[config.mk]
export PLATFORM = sky130hd
export DESIGN_NAME = reorder_buffer
export DESIGN_NICKNAME = d
export VERILOG_FILES = /design/src/rtl/reorder_buffer.sv
export SDC_FILE = /design/constraint.sdc
export NUM_CORES = 1
export LEC_CHECK = 0
export CAP_MARGIN = 5
export CORE_AREA = 4 4 183 185
export DETAILED_ROUTE_END_ITERATION = 12
export DIE_AREA = 0 0 187 189
export GPL_ROUTABILITY_DRIVEN = 0
export GPL_TIMING_DRIVEN = 0
export PLACE_DENSITY_LB_ADDON = 0.25
export REMOVE_ABC_BUFFERS = 1
export SETUP_SLACK_MARGIN = 0.2
export SKIP_CTS_REPAIR_TIMING = 1
export SYNTH_ARGS = -nofsm -noshare
export SYNTH_HDL_FRONTEND = slang
export SYNTH_SLANG_ARGS = --single-unit
[constraint.sdc]
create_clock -name clk -period 6.1 [get_ports clk]
set_clock_uncertainty 0.05 [all_clocks]
set_input_delay 0.61 -clock clk [delete_from_list [all_inputs] [get_ports clk]]
set_output_delay 0.61 -clock clk [all_outputs]
set_load 0.03 [all_outputs]
[src/rtl/reorder_buffer.sv]
// Eight-entry circular reorder buffer: in-order allocate at the tail, CDB result
// writeback by tag, in-order commit from the head. Outputs come from registered state only.
package lc3b_types;
  typedef enum logic [3:0] {
    op_add = 4'd0, op_and = 4'd1, op_br = 4'd2, op_jmp = 4'd3,
    op_jsr = 4'd4, op_ldb = 4'd5, op_ldi = 4'd6, op_ldr = 4'd7,
    op_lea = 4'd8, op_not = 4'd9, op_rti = 4'd10, op_shf = 4'd11,
    op_stb = 4'd12, op_sti = 4'd13, op_str = 4'd14, op_trap = 4'd15
  } lc3b_opcode;

  typedef logic [2:0] lc3b_reg;

  typedef struct packed {
    logic [15:0] data;
    logic        valid;
    logic [2:0]  tag;
  } cdb_t;
endpackage

module reorder_buffer
  import lc3b_types::*;
(
  input  logic        clk,
  input  logic        rst,
  input  logic        WE,
  input  logic        RE,
  input  logic        flush,
  input  lc3b_opcode  inst,
  input  lc3b_reg     dest,
  input  logic [15:0] value,
  input  logic        predict,
  input  logic [2:0]  addr,
  input  cdb_t        CDB_in,
  output logic [2:0]  addr_out,
  output logic        valid_out,
  output lc3b_opcode  inst_out,
  output lc3b_reg     dest_out,
  output logic        predict_out,
  output logic [15:0] value_out,
  output logic        full_out
);

  lc3b_opcode  inst_q  [8];
  lc3b_reg     dest_q  [8];
  logic [15:0] value_q [8];
  logic [7:0]  busy_q;
  logic [7:0]  ready_q;
  logic [7:0]  predict_q;
  logic [2:0]  head_q;
  logic [2:0]  tail_q;
  logic [3:0]  count_q;

  logic do_we;
  logic do_re;
  logic unused_addr;

  assign unused_addr = ^addr;

  assign valid_out   = busy_q[head_q] & ready_q[head_q];
  assign full_out    = (count_q == 4'd8);
  assign addr_out    = tail_q;
  assign inst_out    = inst_q[head_q];
  assign dest_out    = dest_q[head_q];
  assign value_out   = value_q[head_q];
  assign predict_out = predict_q[head_q];

  // Legality is judged on pre-edge state, so a full buffer refuses WE even while retiring.
  assign do_we = WE && !full_out;
  assign do_re = RE && valid_out;

  always_ff @(posedge clk) begin
    if (rst || flush) begin
      head_q  <= 3'd0;
      tail_q  <= 3'd0;
      count_q <= 4'd0;
      busy_q  <= 8'd0;
      ready_q <= 8'd0;
      if (rst) begin
        predict_q <= 8'd0;
        for (int i = 0; i < 8; i++) begin
          inst_q[i]  <= op_add;
          dest_q[i]  <= 3'd0;
          value_q[i] <= 16'd0;
        end
      end
    end else begin
      if (CDB_in.valid && busy_q[CDB_in.tag]) begin
        value_q[CDB_in.tag] <= CDB_in.data;
        ready_q[CDB_in.tag] <= 1'b1;
      end
      // Allocation comes after the CDB write so it wins on a same-entry collision.
      if (do_we) begin
        inst_q[tail_q]    <= inst;
        dest_q[tail_q]    <= dest;
        value_q[tail_q]   <= value;
        predict_q[tail_q] <= predict;
        busy_q[tail_q]    <= 1'b1;
        ready_q[tail_q]   <= 1'b0;
        tail_q            <= tail_q + 3'd1;
      end
      if (do_re) begin
        busy_q[head_q]  <= 1'b0;
        ready_q[head_q] <= 1'b0;
        head_q          <= head_q + 3'd1;
      end
      count_q <= count_q + {3'd0, do_we} - {3'd0, do_re};
    end
  end

endmodule

Word level (Yosys, flattened, before mapping):

Memory sizes are Yosys's and may differ from the RTL's. A register that Yosys moved wholly into a read port is not among the register bits.
Index checks and enable logic that the tools add are counted.

* register bits: 34
* bits in latches: 0
* memory bits (writable): 184
* bits in read-only memories: 0
* bits of input ports: 52
* output and inout bits: 29
* word-level logic and storage cells: 96
* memories: 3

* $add $sub $neg: 4
* $mul: 0
* divide/modulo/power cells: 0
* $lt $le $gt $ge: 6
* equal/unequal tests: 2
* shift operators: 0
* multiplexer cells: 53
* bitwise gates (word level): 8
* reduce and logical (&&, ||, !) cells: 14

Memories
* value_q: depth 8, width 16, read ports 1, clocked after Yosys merged registers in 1, write ports 8, line 45 `logic [15:0] value_q [8];`
* inst_q: depth 8, width 4, read ports 1, clocked after Yosys merged registers in 1, write ports 8, line 43 `lc3b_opcode inst_q [8];`
* dest_q: depth 8, width 3, read ports 1, clocked after Yosys merged registers in 1, write ports 8, line 44 `lc3b_reg dest_q [8];`

Operators with widths (number)
* $mux W8: 11
* $mux W3: 11
* $mux W16: 2
* $reduce_or A16 Y1: 2
* $and A8 B8 Y8: 3
* $mux W1: 20
* $not A8 Y8: 2
* $or A8 B8 Y8: 2
* $bmux W1 S3: 4
* $lt A3 B4 Y1 const B: 3
* $demux W1 S3: 3
* $ge A3 B1 Y1 const B: 3
* $bwmux W8: 1
* $add A3 B1 Y3 const B: 2
* $logic_and A1 B1 Y1: 6
* $add A4 B1 Y4: 1
* $eq A4 B4 Y1 const B: 1
* $mux W4: 1
* $reduce_or A4 Y1: 1
* $sub A4 B1 Y4: 1
* $reduce_or A3 Y1: 1
* $ne A2 B2 Y1 const B: 1
* $reduce_and A2 Y1: 1
* $reduce_bool A2 Y1: 1
* other kinds (3): 3

Longest topological paths before layout:

Gate-level depths: netlist (run 1).

* depth after elaboration: 12
* mapped depth: 13
* gate-level depth less buffers: 11

Worst setup path before layout (run 1):

OpenSTA, ideal clock, no wires.

* kind: input-to-reg
* from: input CDB_in[2] (netlist bit)
* to: memory value_q[5][0] (enable)
* setup time: 0.436 ns
* arrival time: 3.294 ns
* required time: 5.614 ns
* slack: 2.320 ns
* stages on the path: 6
* buffers on the path: 2
* cell sequence: buf_2 -> nand2b_4 -> o22ai_2 -> buf_4 -> nor2_1 -> o41ai_1

RTL lines
* from (decl): line 33 `input cdb_t CDB_in,`
* to (decl): line 45

==> results of run 1 <==
cell usage after synthesis (2+ instances only):
cell type and number:
nand2b_1 15, buf_1 3, edfxtp_1 192, inv_1 22, or4_1 2, o2bb2ai_1 15, o211ai_2 4, and2_1 5
a21oi_1 18, o31ai_1 2, nand3_1 15, o21ai_0 10, nor3b_1 2, nor2_1 68, buf_4 3, dfxtp_1 29
o211ai_1 10, buf_6 2, mux2_2 24, nor2b_1 2, a31oi_1 2, or3_1 2, nand3b_1 3, nor3_1 6
clkbuf_1 37, xor2_1 4, mux4_2 51, mux2i_1 11, o22ai_1 114, nor4b_1 2, buf_2 44, ha_1 7
and3_1 10, nand2_1 160
cell families after synthesis:
family / synth area share
flops: 0.5734
xor+xnor: 0.003165
simple gates: 0.1178
buf+inv: 0.04499
mux: 0.1381
fa+ha+maj: 0.009722
compound gates: 0.1128
final cells by class:
type / instances / area, um^2
multi-input cells: 582 / 4269
clock inverters: 15 / 117.6
fillers: 2997 / 18940
clock buffers: 27 / 633.1
inverters: 22 / 82.58
repair buffers: 101 / 1134
diodes: 1 / 2.502
flip-flops and latches: 221 / 6355
well taps: 408 / 510.5
power groups by stage:
stage	combinational (uW)	sequential [uW]	clock, uW
after floorplan	145	1740	0
after global placement	269	1750	0
after detailed placement	281	1750	0
after CTS	282	1710	1450
after global routing	303	1720	1500
final	281	1710	1420
cell usage in the layout (no fill, tap or decap), types with 3 or more instances in the layout:
cell	n
edfxtp_1	192
nand2_1	160
o22ai_1	114
clkdlybuf4s50_1	77
nor2_1	67
mux4_2	51
dfxtp_1	26
clkbuf_16	25
mux2_2	24
inv_1	22
a21oi_1	18
nand2b_1	15
o2bb2ai_1	15
mux2i_1	11
o211ai_1	10
and3_1	10
nand3_1	9
buf_4	9
clkinv_1	8
nand3_2	7
o21ai_0	7
ha_1	7
nor3_1	6
buf_16	6
and2_1	5
o211ai_2	4
xor2_1	4
clkinv_2	4
buf_12	4
buf_6	4
nand3b_1	3
o21ai_1	3
per-stage QoR:
stage	hold slack (ns)	utilization	TNS (ns)	area, um^2
global route	0.4208	0.4090	0	13100
finish	0.3936	0.4090	0	13100
CTS	0.3959	0.4087	0	13100
global placement	0.3849	0.3725	-29.95	11930
floorplan	0.3715	-	0	10650
detailed placement	0.3864	0.3853	0	12350
worst max-delay path by stage:
stage | end | cells after the start | start
6_report | value_q[3][10]$_DFFE_PP_ | 7 | WE
5_1_grt | value_q[3][6]$_DFFE_PP_ | 7 | WE
4_1_cts | value_q[3][10]$_DFFE_PP_ | 6 | WE
3_5_place_dp | value_q[3][0]$_DFFE_PP_ | 6 | WE
3_3_place_gp | value_q[7][4]$_DFFE_PP_ | 5 | WE
2_1_floorplan | value_q[7][0]$_DFFE_PP_ | 4 | addr_out[1]$_SDFFE_PN0N_
routing by layer:
metal	track usage	vias up
li1	-	3550
met1	0.2508	3818
met2	0.2848	319
met3	0.02710	63
met4	0.04863	2
met5	0	-
registers in the layout, summed over array words and instances (netlist names), named ones only:
name,cells
inst_q,32
dest_q,24
predict_q,8
head_q,3
addr_out,3
ready_q,8
count_q,4
value_q,128
busy_q,8
critical path: cells and delay by family:
kind	cells	cell delay, ns
AO/OA/AOI/OAI	1	0.54
buffers and inverters	3	1.43
AND/OR/NAND/NOR	3	1.76
==> flow_metrics.env, run 1 <==
export IMPL_maxCapViolations=0
export IMPL_synthFlopType="edfxtp_1"
export IMPL_avgRoutedWirePerCell_um=23.09
export IMPL_critPathLaunchType="primary input"
export IMPL_fin_crit_ns=4.291
export IMPL_drtIter0Drc=839
export IMPL_pwr_density_cell_mw_per_mm2=260.8
export IMPL_hold_path_class="reg -> reg"
export IMPL_clock_latency_ns=0.51
export IMPL_max_freq_mhz=233.1
export IMPL_cts_buffer_depth=3
export IMPL_nets=1013
export IMPL_min_from="ready_q[4]$_SDFF_PN0_"
export IMPL_ys_warn_count=0
export IMPL_worstMarginPinSlew_ns=1.308
export IMPL_dp_hpwl_mm=19.55
export IMPL_hold_depth=2
export IMPL_core_area_mm2=0.03204
export IMPL_grt_pass1_wl_mm=48.16
export IMPL_drc_errors=0
export IMPL_vias_per_cell=5.630
export IMPL_power_switching_uw=787.0
export IMPL_cts_tree="done"
export IMPL_start_util=0.3454
export IMPL_pwr_share_comb=0.082
export IMPL_highest_layer="met5"
export IMPL_hold_viol=0
export IMPL_crit_chain="clkdlybuf4s50_1 -> and2_1 -> nand3_2 -> buf_16 -> o21ai_0 -> buf_2 -> nand2b_1"
export IMPL_finalPower_uw=3417
export IMPL_instances_no_fill=1377
export IMPL_synth_seq_cells=221
export IMPL_leakage_uw=0.004587
export IMPL_relSlewSlack=0.1254
export IMPL_yosysTopAreaCellShare=0.5209
export IMPL_synth_area_leader_cell="edfxtp_1"
export IMPL_clock_root_buffer="clkbuf_16"
export IMPL_die_area_mm2=0.03534
export IMPL_portBuffers=77
export IMPL_synth_edf_count=192
export IMPL_dp_cells=1333
export IMPL_met3RoutedLength_mm=2.277
export IMPL_wl_met2_mm=14.84
export IMPL_drt_total_wl_mm=31.79
export IMPL_first_pass_iters=5
export IMPL_drive_gt1_frac=0.1581
export IMPL_groute_usage_overall=0.1766
export IMPL_synth_seq_area_share=0.5734
export IMPL_setup_ws_ns=1.809
export IMPL_cp_arrival_ns=4.37
export IMPL_power_frac_seq=0.501
export IMPL_wl_met1_mm=13.77
export IMPL_numCtsBuffers=25
export IMPL_io_pins=81
export IMPL_worstSetupEndpointType="flip-flop"
export IMPL_synth_distinct_cells=52
export IMPL_antenna_found_initial=2
export IMPL_peakVddDrop_uv=170.2
export IMPL_p_sw_frac=0.2303
export IMPL_rsz0062_at_grt="no"
export IMPL_dp_slack_ns=1.061
export IMPL_slowest_delay_ns=0.93
export IMPL_async_flop_share=0
export IMPL_final_antenna_net_count=0
export IMPL_grt_max_degree=47
export IMPL_status="finished clean"
export IMPL_path_class="in -> reg"
export IMPL_r2r_slack_ns=1.95
export IMPL_slowest_stage="nand2b_1"
export IMPL_rows=66
export IMPL_clk_pin_slew_worst_paths_ns=0.06
export IMPL_die_x_um=187
export IMPL_r2r_start="count_q[2]$_SDFF_PN0_"
export IMPL_worstHoldEndpoint="ready_q[4]$_SDFF_PN0_"
export IMPL_reg2reg_to="value_q[3][10]$_DFFE_PP_"
export IMPL_finalSetupViolCount=0
export IMPL_power_frac_clock=0.417
export IMPL_synth_area_leaders="edfxtp_1 (52%), mux4_2 (10%), o22ai_1 (6.4%)"
export IMPL_period_share=0.7034
export IMPL_dieHeight_um=189
export IMPL_reg2reg_depth=8
export IMPL_syn_area_per_cell_um2=12.11
export IMPL_area_growth_pct=18.39
export IMPL_cts_htree_levels=1
export IMPL_grt_overflow=0
export IMPL_crit_required_ns=6.18
export IMPL_via_count=7752
export IMPL_slew_violations=0
export IMPL_crit_fanout=23
export IMPL_synth_area_mm2=0.01107
export IMPL_cts_sinks=221
export IMPL_grt_pass1_vias=7744
export IMPL_power_internal_uw=2630
export IMPL_synthCells=914
No activity file was read; power rests on OpenSTA's default activity.
==> run 2: changes to the inputs <==
clock period = 3.8 ns   (was 6.1 ns; I/O delays follow)
==> run 2 against run 1 <==
Effect of this change:
- wire length hardly changed
- core utilization is 0.17 points higher
- sequential share of layout area is 0.20 points lower
- combinational power is 62% higher
- total power is 61% higher
- sequential power is 61% higher
- worst setup slack worse by 1.5 ns
- global-route usage stayed put
- worst hold slack hardly changed
- largest power group unchanged
==> flow_metrics.env, run 2 (synthesized netlist as in run 1, its figures left out) <==
export IMPL_status="finished clean"
export IMPL_largest_register_ffs=128
export IMPL_first_pass_iters=5
export IMPL_clk_pin_slew_worst_paths_ns=0.06
export IMPL_pwr_density_cell_mw_per_mm2=417.0
export IMPL_min_from="ready_q[4]$_SDFF_PN0_"
export IMPL_pwr_share_comb=0.083
export IMPL_reg2reg_to="value_q[3][10]$_DFFE_PP_"
export IMPL_numCtsBuffers=25
export IMPL_vias_per_cell=5.647
export IMPL_clock_latency_ns=0.51
export IMPL_crit_fanout=23
export IMPL_rows=66
export IMPL_die_x_um=187
export IMPL_path_class="reg -> reg"
export IMPL_via_count=7782
export IMPL_nets=1014
export IMPL_portBuffers=77
export IMPL_worstSetupEndpointType="flip-flop"
export IMPL_finalPower_uw=5488
export IMPL_core_area_mm2=0.03204
export IMPL_fin_crit_ns=3.495
export IMPL_cts_sinks=221
export IMPL_final_antenna_net_count=0
export IMPL_dieHeight_um=189
export IMPL_grt_pass1_vias=7744
export IMPL_io_pins=81
export IMPL_power_switching_uw=1264
export IMPL_rsz0062_at_grt="yes"
export IMPL_cts_htree_levels=1
export IMPL_critPathLaunchType="flip-flop"
export IMPL_drt_total_wl_mm=31.82
export IMPL_final_cell_mix="edfxtp_1 (192), nand2_1 (160), o22ai_1 (114)"
export IMPL_worstHoldEndpoint="ready_q[4]$_SDFF_PN0_"
export IMPL_avgRoutedWirePerCell_um=23.09
export IMPL_hold_viol=0
export IMPL_max_freq_mhz=286.1
export IMPL_drc_errors=0
export IMPL_placed_area_mm2=0.01235
export IMPL_crit_required_ns=3.90
export IMPL_peakVddDrop_uv=272.3
export IMPL_grt_max_degree=47
export IMPL_leakage_uw=0.004597
export IMPL_groute_usage_overall=0.1766
export IMPL_finalSetupViolCount=0
export IMPL_final_common_cell="edfxtp_1"
export IMPL_grt_overflow=0
export IMPL_relSlewSlack=0.1319
export IMPL_top_regs="value_q (128), inst_q (32), dest_q (24)"
export IMPL_worstMarginPinSlew_ns=1.298
export IMPL_power_internal_uw=4223
export IMPL_power_frac_clock=0.416
export IMPL_area_growth_pct=18.89
export IMPL_r2r_slack_ns=0.31
export IMPL_reg2reg_depth=8
export IMPL_start_util=0.3454
export IMPL_antenna_found_initial=2
export IMPL_slew_violations=0
export IMPL_dp_hpwl_mm=19.55
export IMPL_die_area_mm2=0.03534
export IMPL_p_sw_frac=0.2304
export IMPL_drtIter0Drc=916
export IMPL_hold_depth=2
export IMPL_period_share=0.9197
export IMPL_power_frac_seq=0.501
export IMPL_r2r_start="count_q[2]$_SDFF_PN0_"
export IMPL_drive_gt1_frac=0.1672
export IMPL_cts_buffer_depth=3
export IMPL_cts_tree="done"
export IMPL_grt_pass1_wl_mm=48.16
export IMPL_fin_util=0.4107
export IMPL_largest_register="value_q"
export IMPL_cp_arrival_ns=3.59
export IMPL_maxCapViolations=0
export IMPL_stdcell_area_mm2=0.01316
export IMPL_hold_path_class="reg -> reg"
export IMPL_clock_root_buffer="clkbuf_16"
## run 2: changes by cell type in the layout (fill, tap and decap cells not counted), moves of 2 or more
cell / change
o21ai_0: -2
nand2b_2: +5
nand2b_4: +2
nand2b_1: -7
## run 2: layout make-up
type | instances | area [um^2]
clock buffer | 27 | 633.1
antenna | 1 | 2.502
clock inverter | 15 | 117.6
tap | 408 | 510.5
sequential | 221 | 6355
fill | 2983 | 18880
inverter | 22 | 82.58
timing repair buffer | 102 | 1141
multi-input combinational | 582 | 4317
## run 2: how the worst max path moves through the flow
stage	start	end	slack, ns	cells past startpoint
5_1_grt	count_q[2]$_SDFF_PN0_	value_q[3][6]$_DFFE_PP_	0.08	8
6_report	count_q[2]$_SDFF_PN0_	value_q[3][10]$_DFFE_PP_	0.31	8
3_5_place_dp	WE	value_q[3][0]$_DFFE_PP_	-1.01	6
3_3_place_gp	WE	value_q[7][4]$_DFFE_PP_	-2.97	5
4_1_cts	count_q[2]$_SDFF_PN0_	value_q[3][10]$_DFFE_PP_	-0.60	7
2_1_floorplan	addr_out[1]$_SDFFE_PN0N_	value_q[7][0]$_DFFE_PP_	-0.05	4
## run 2: worst max-delay path, stage by stage, from the launching register on
cell	delay [ns]
dfxtp_1	0.31
inv_1	0.05
ha_1	0.18
or3b_2	0.46
nand3_4	0.39
buf_16	0.29
o21ai_0	0.54
buf_2	0.31
nand2b_2	0.54
## run 2: power by group through the flow
stage	Clock, uW	Combinational, uW	Sequential [uW]
6_report	2290	454	2750
5_1_grt	2410	490	2760
4_1_cts	2330	453	2750
3_5_place_dp	0	451	2800
3_3_place_gp	0	431	2800
2_1_floorplan	0	232	2790
## run 2: routing by layer
| layer | share of wire | global-route usage | vias up | wire length (um) |
|---|---|---|---|---|
| li1 | - | - | 3548 | - |
| met1 | 0.44 | 0.2508 | 3853 | 14070 |
| met2 | 0.47 | 0.2848 | 318 | 14920 |
| met3 | 0.061 | 0.02710 | 61 | 1937 |
| met4 | 0.028 | 0.04863 | 2 | 878 |
| met5 | 0.00063 | 0 | - | 20 |
## run 2: through the flow
step	setup TNS, ns	hold WS, ns	setup slack [ns]	instances
floorplan	-0.7221	0.3715	-0.04513	825
global placement	-734.39	0.3849	-2.973	1310
detailed placement	-69.53	0.3864	-1.009	1333
CTS	-26.62	0.3959	-0.6024	1375
global route	0	0.4208	0.07942	1378
finish	0	0.3937	0.3051	1378
==> run 3: changes to the inputs <==
CELL_PAD_IN_SITES_DETAIL_PLACEMENT = 1   (was unset)
CELL_PAD_IN_SITES_GLOBAL_PLACEMENT = 2   (was unset)
CORE_AREA = 4 4 168 202   (was 4 4 183 185)
DIE_AREA = 0 0 172 206   (was 0 0 187 189)
GPL_ROUTABILITY_DRIVEN = unset   (was 0)
==> run 3 against run 2 <==
Effect of this change:
- core utilization grew 0.094 points
- combinational power is essentially flat
- via count grew 0.36%
- non-clock buffer count is the same
- global-route usage grew 1.6 points
- die area grew 0.25%
- wire length grew 6.9%
- sequential power is essentially flat
- count of clock-buffer cells in the layout grew 5
- flip-flop and latch count is the same
- register-to-register slack lost 0.04 ns
- clock power grew 4%
==> flow_metrics.env, run 3 (synthesized netlist as in run 1, its figures left out) <==
export IMPL_power_switching_uw=1306
export IMPL_rows=72
export IMPL_final_antenna_net_count=0
export IMPL_power_frac_seq=0.492
export IMPL_cts_sinks=221
export IMPL_rsz0062_at_grt="yes"
export IMPL_nets=1015
export IMPL_instances_no_fill=1381
export IMPL_numCtsBuffers=26
export IMPL_critPathLaunchType="flip-flop"
export IMPL_groute_usage_overall=0.1925
export IMPL_largest_register_ffs=128
export IMPL_placed_area_mm2=0.01233
export IMPL_area_growth_pct=19.27
export IMPL_clock_latency_ns=0.53
export IMPL_drc_errors=0
export IMPL_cp_arrival_ns=3.65
export IMPL_hold_depth=2
export IMPL_pwr_share_comb=0.082
export IMPL_largest_register="value_q"
export IMPL_hold_viol=0
export IMPL_max_freq_mhz=282.7
export IMPL_crit_required_ns=3.91
export IMPL_via_count=7810
export IMPL_portBuffers=77
export IMPL_dp_hpwl_mm=21.47
export IMPL_stdcell_area_mm2=0.01320
export IMPL_final_common_cell="edfxtp_1"
export IMPL_avgRoutedWirePerCell_um=24.63
export IMPL_crit_chain="inv_1 -> ha_1 -> or3b_2 -> nand3_2 -> buf_12 -> o21ai_0 -> buf_4 -> nand2b_2"
export IMPL_power_internal_uw=4288
export IMPL_io_pins=81
export IMPL_p_sw_frac=0.2334
export IMPL_peakVddDrop_uv=261.4
export IMPL_path_class="reg -> reg"
export IMPL_period_share=0.9308
export IMPL_fin_tns_setup_ns=0
export IMPL_critPathTopFamily="simple AND/OR/NAND/NOR gates"
export IMPL_slowest_delay_ns=0.58
export IMPL_drtIter0Drc=546
export IMPL_first_pass_iters=5
export IMPL_clk_pin_slew_worst_paths_ns=0.06
export IMPL_die_x_um=172
export IMPL_clock_root_buffer="clkbuf_16"
export IMPL_antenna_found_initial=1
export IMPL_grt_overflow=0
export IMPL_fin_crit_ns=3.537
export IMPL_slowest_stage="o21ai_0"
export IMPL_grt_max_degree=40
export IMPL_n_antenna_cell=0
export IMPL_final_cell_mix="edfxtp_1 (192), nand2_1 (160), o22ai_1 (114)"
export IMPL_grt_pass1_vias=8149
export IMPL_crit_fanout=32
export IMPL_reg2reg_depth=8
export IMPL_power_frac_clock=0.427
export IMPL_cts_tree="done"
export IMPL_dieHeight_um=206
export IMPL_cts_htree_levels=1
export IMPL_vias_per_cell=5.655
export IMPL_hold_path_class="reg -> reg"
export IMPL_worstSetupEndpointType="flip-flop"
export IMPL_leakage_uw=0.004588
export IMPL_relSlewSlack=0.1934
export IMPL_start_util=0.3451
export IMPL_finalPower_uw=5594
export IMPL_slew_violations=0
export IMPL_top_regs="value_q (128), inst_q (32), dest_q (24)"
export IMPL_maxCapViolations=0
export IMPL_drive_gt1_frac=0.1715
export IMPL_status="finished clean"
export IMPL_core_area_mm2=0.03207
export IMPL_cts_buffer_depth=3
export IMPL_dp_cells=1333
export IMPL_pwr_density_cell_mw_per_mm2=423.7
export IMPL_gp_congestion=0.7371
export IMPL_die_area_mm2=0.03543
export IMPL_grt_pass1_wl_mm=51.55
export IMPL_drt_total_wl_mm=34.02
export IMPL_cp_num_cells=8
export IMPL_fillers=3367
export IMPL_worstMarginPinSlew_ns=1.206
export IMPL_critical_path_buf_inv_count=3
export IMPL_finalSetupViolCount=0
==> run 3: power groups by stage <==
stage / Clock (uW) / Sequential [uW] / Combinational [uW]
3_3_place_gp: 0 / 2800 / 438
2_1_floorplan: 0 / 2790 / 232
3_5_place_dp: 0 / 2810 / 456
4_1_cts: 2450 / 2750 / 458
5_1_grt: 2550 / 2760 / 496
6_report: 2390 / 2750 / 456
==> run 3: layer usage <==
| layer | share of wire | track usage | vias up |
|---|---|---|---|
| met5 | 0.00059 | 0 | - |
| met4 | 0.020 | 0.04577 | 2 |
| met3 | 0.047 | 0.02372 | 45 |
| met2 | 0.50 | 0.3250 | 222 |
| met1 | 0.44 | 0.2657 | 3986 |
| li1 | - | - | 3555 |
==> run 3: tightest hold or removal path, cell delays in order, from the launching register on <==
cell and delay (ns):
dfxtp_1 0.31, inv_1 0.05, a21oi_1 0.05
==> run 3: final timing paths <==
check / from / endpoint / slack [ns]
setup / recovery: count_q[2]$_SDFF_PN0_ / value_q[0][11]$_DFFE_PP_ / 0.26
hold / removal: ready_q[4]$_SDFF_PN0_ / ready_q[4]$_SDFF_PN0_ / 0.39
setup reg to reg: count_q[2]$_SDFF_PN0_ / value_q[0][11]$_DFFE_PP_ / 0.26
hold reg to reg: ready_q[4]$_SDFF_PN0_ / ready_q[4]$_SDFF_PN0_ / 0.39
==> run 3: stage by stage <==
stage | hold slack (ns) | setup slack [ns] | utilization
floorplan | 0.3715 | -0.04513 | -
global placement | 0.3818 | -2.880 | 0.3721
detailed placement | 0.3892 | -0.8900 | 0.3844
CTS | 0.3988 | -0.8041 | 0.4094
global route | 0.4244 | 0.08353 | 0.4116
finish | 0.3942 | 0.2629 | 0.4116
==> run 3: area by class of cell <==
type | instances | area, um^2 | share of cell area
Sequential cell | 221 | 6352 | 0.4812
Multi-Input combinational cell | 582 | 4333 | 0.3282
Timing Repair Buffer | 102 | 1121 | 0.08492
Clock buffer | 32 | 673.1 | 0.05099
Tap cell | 407 | 509.2 | 0.03857
Clock inverter | 15 | 130.1 | 0.009857
Inverter | 22 | 82.58 | 0.006255
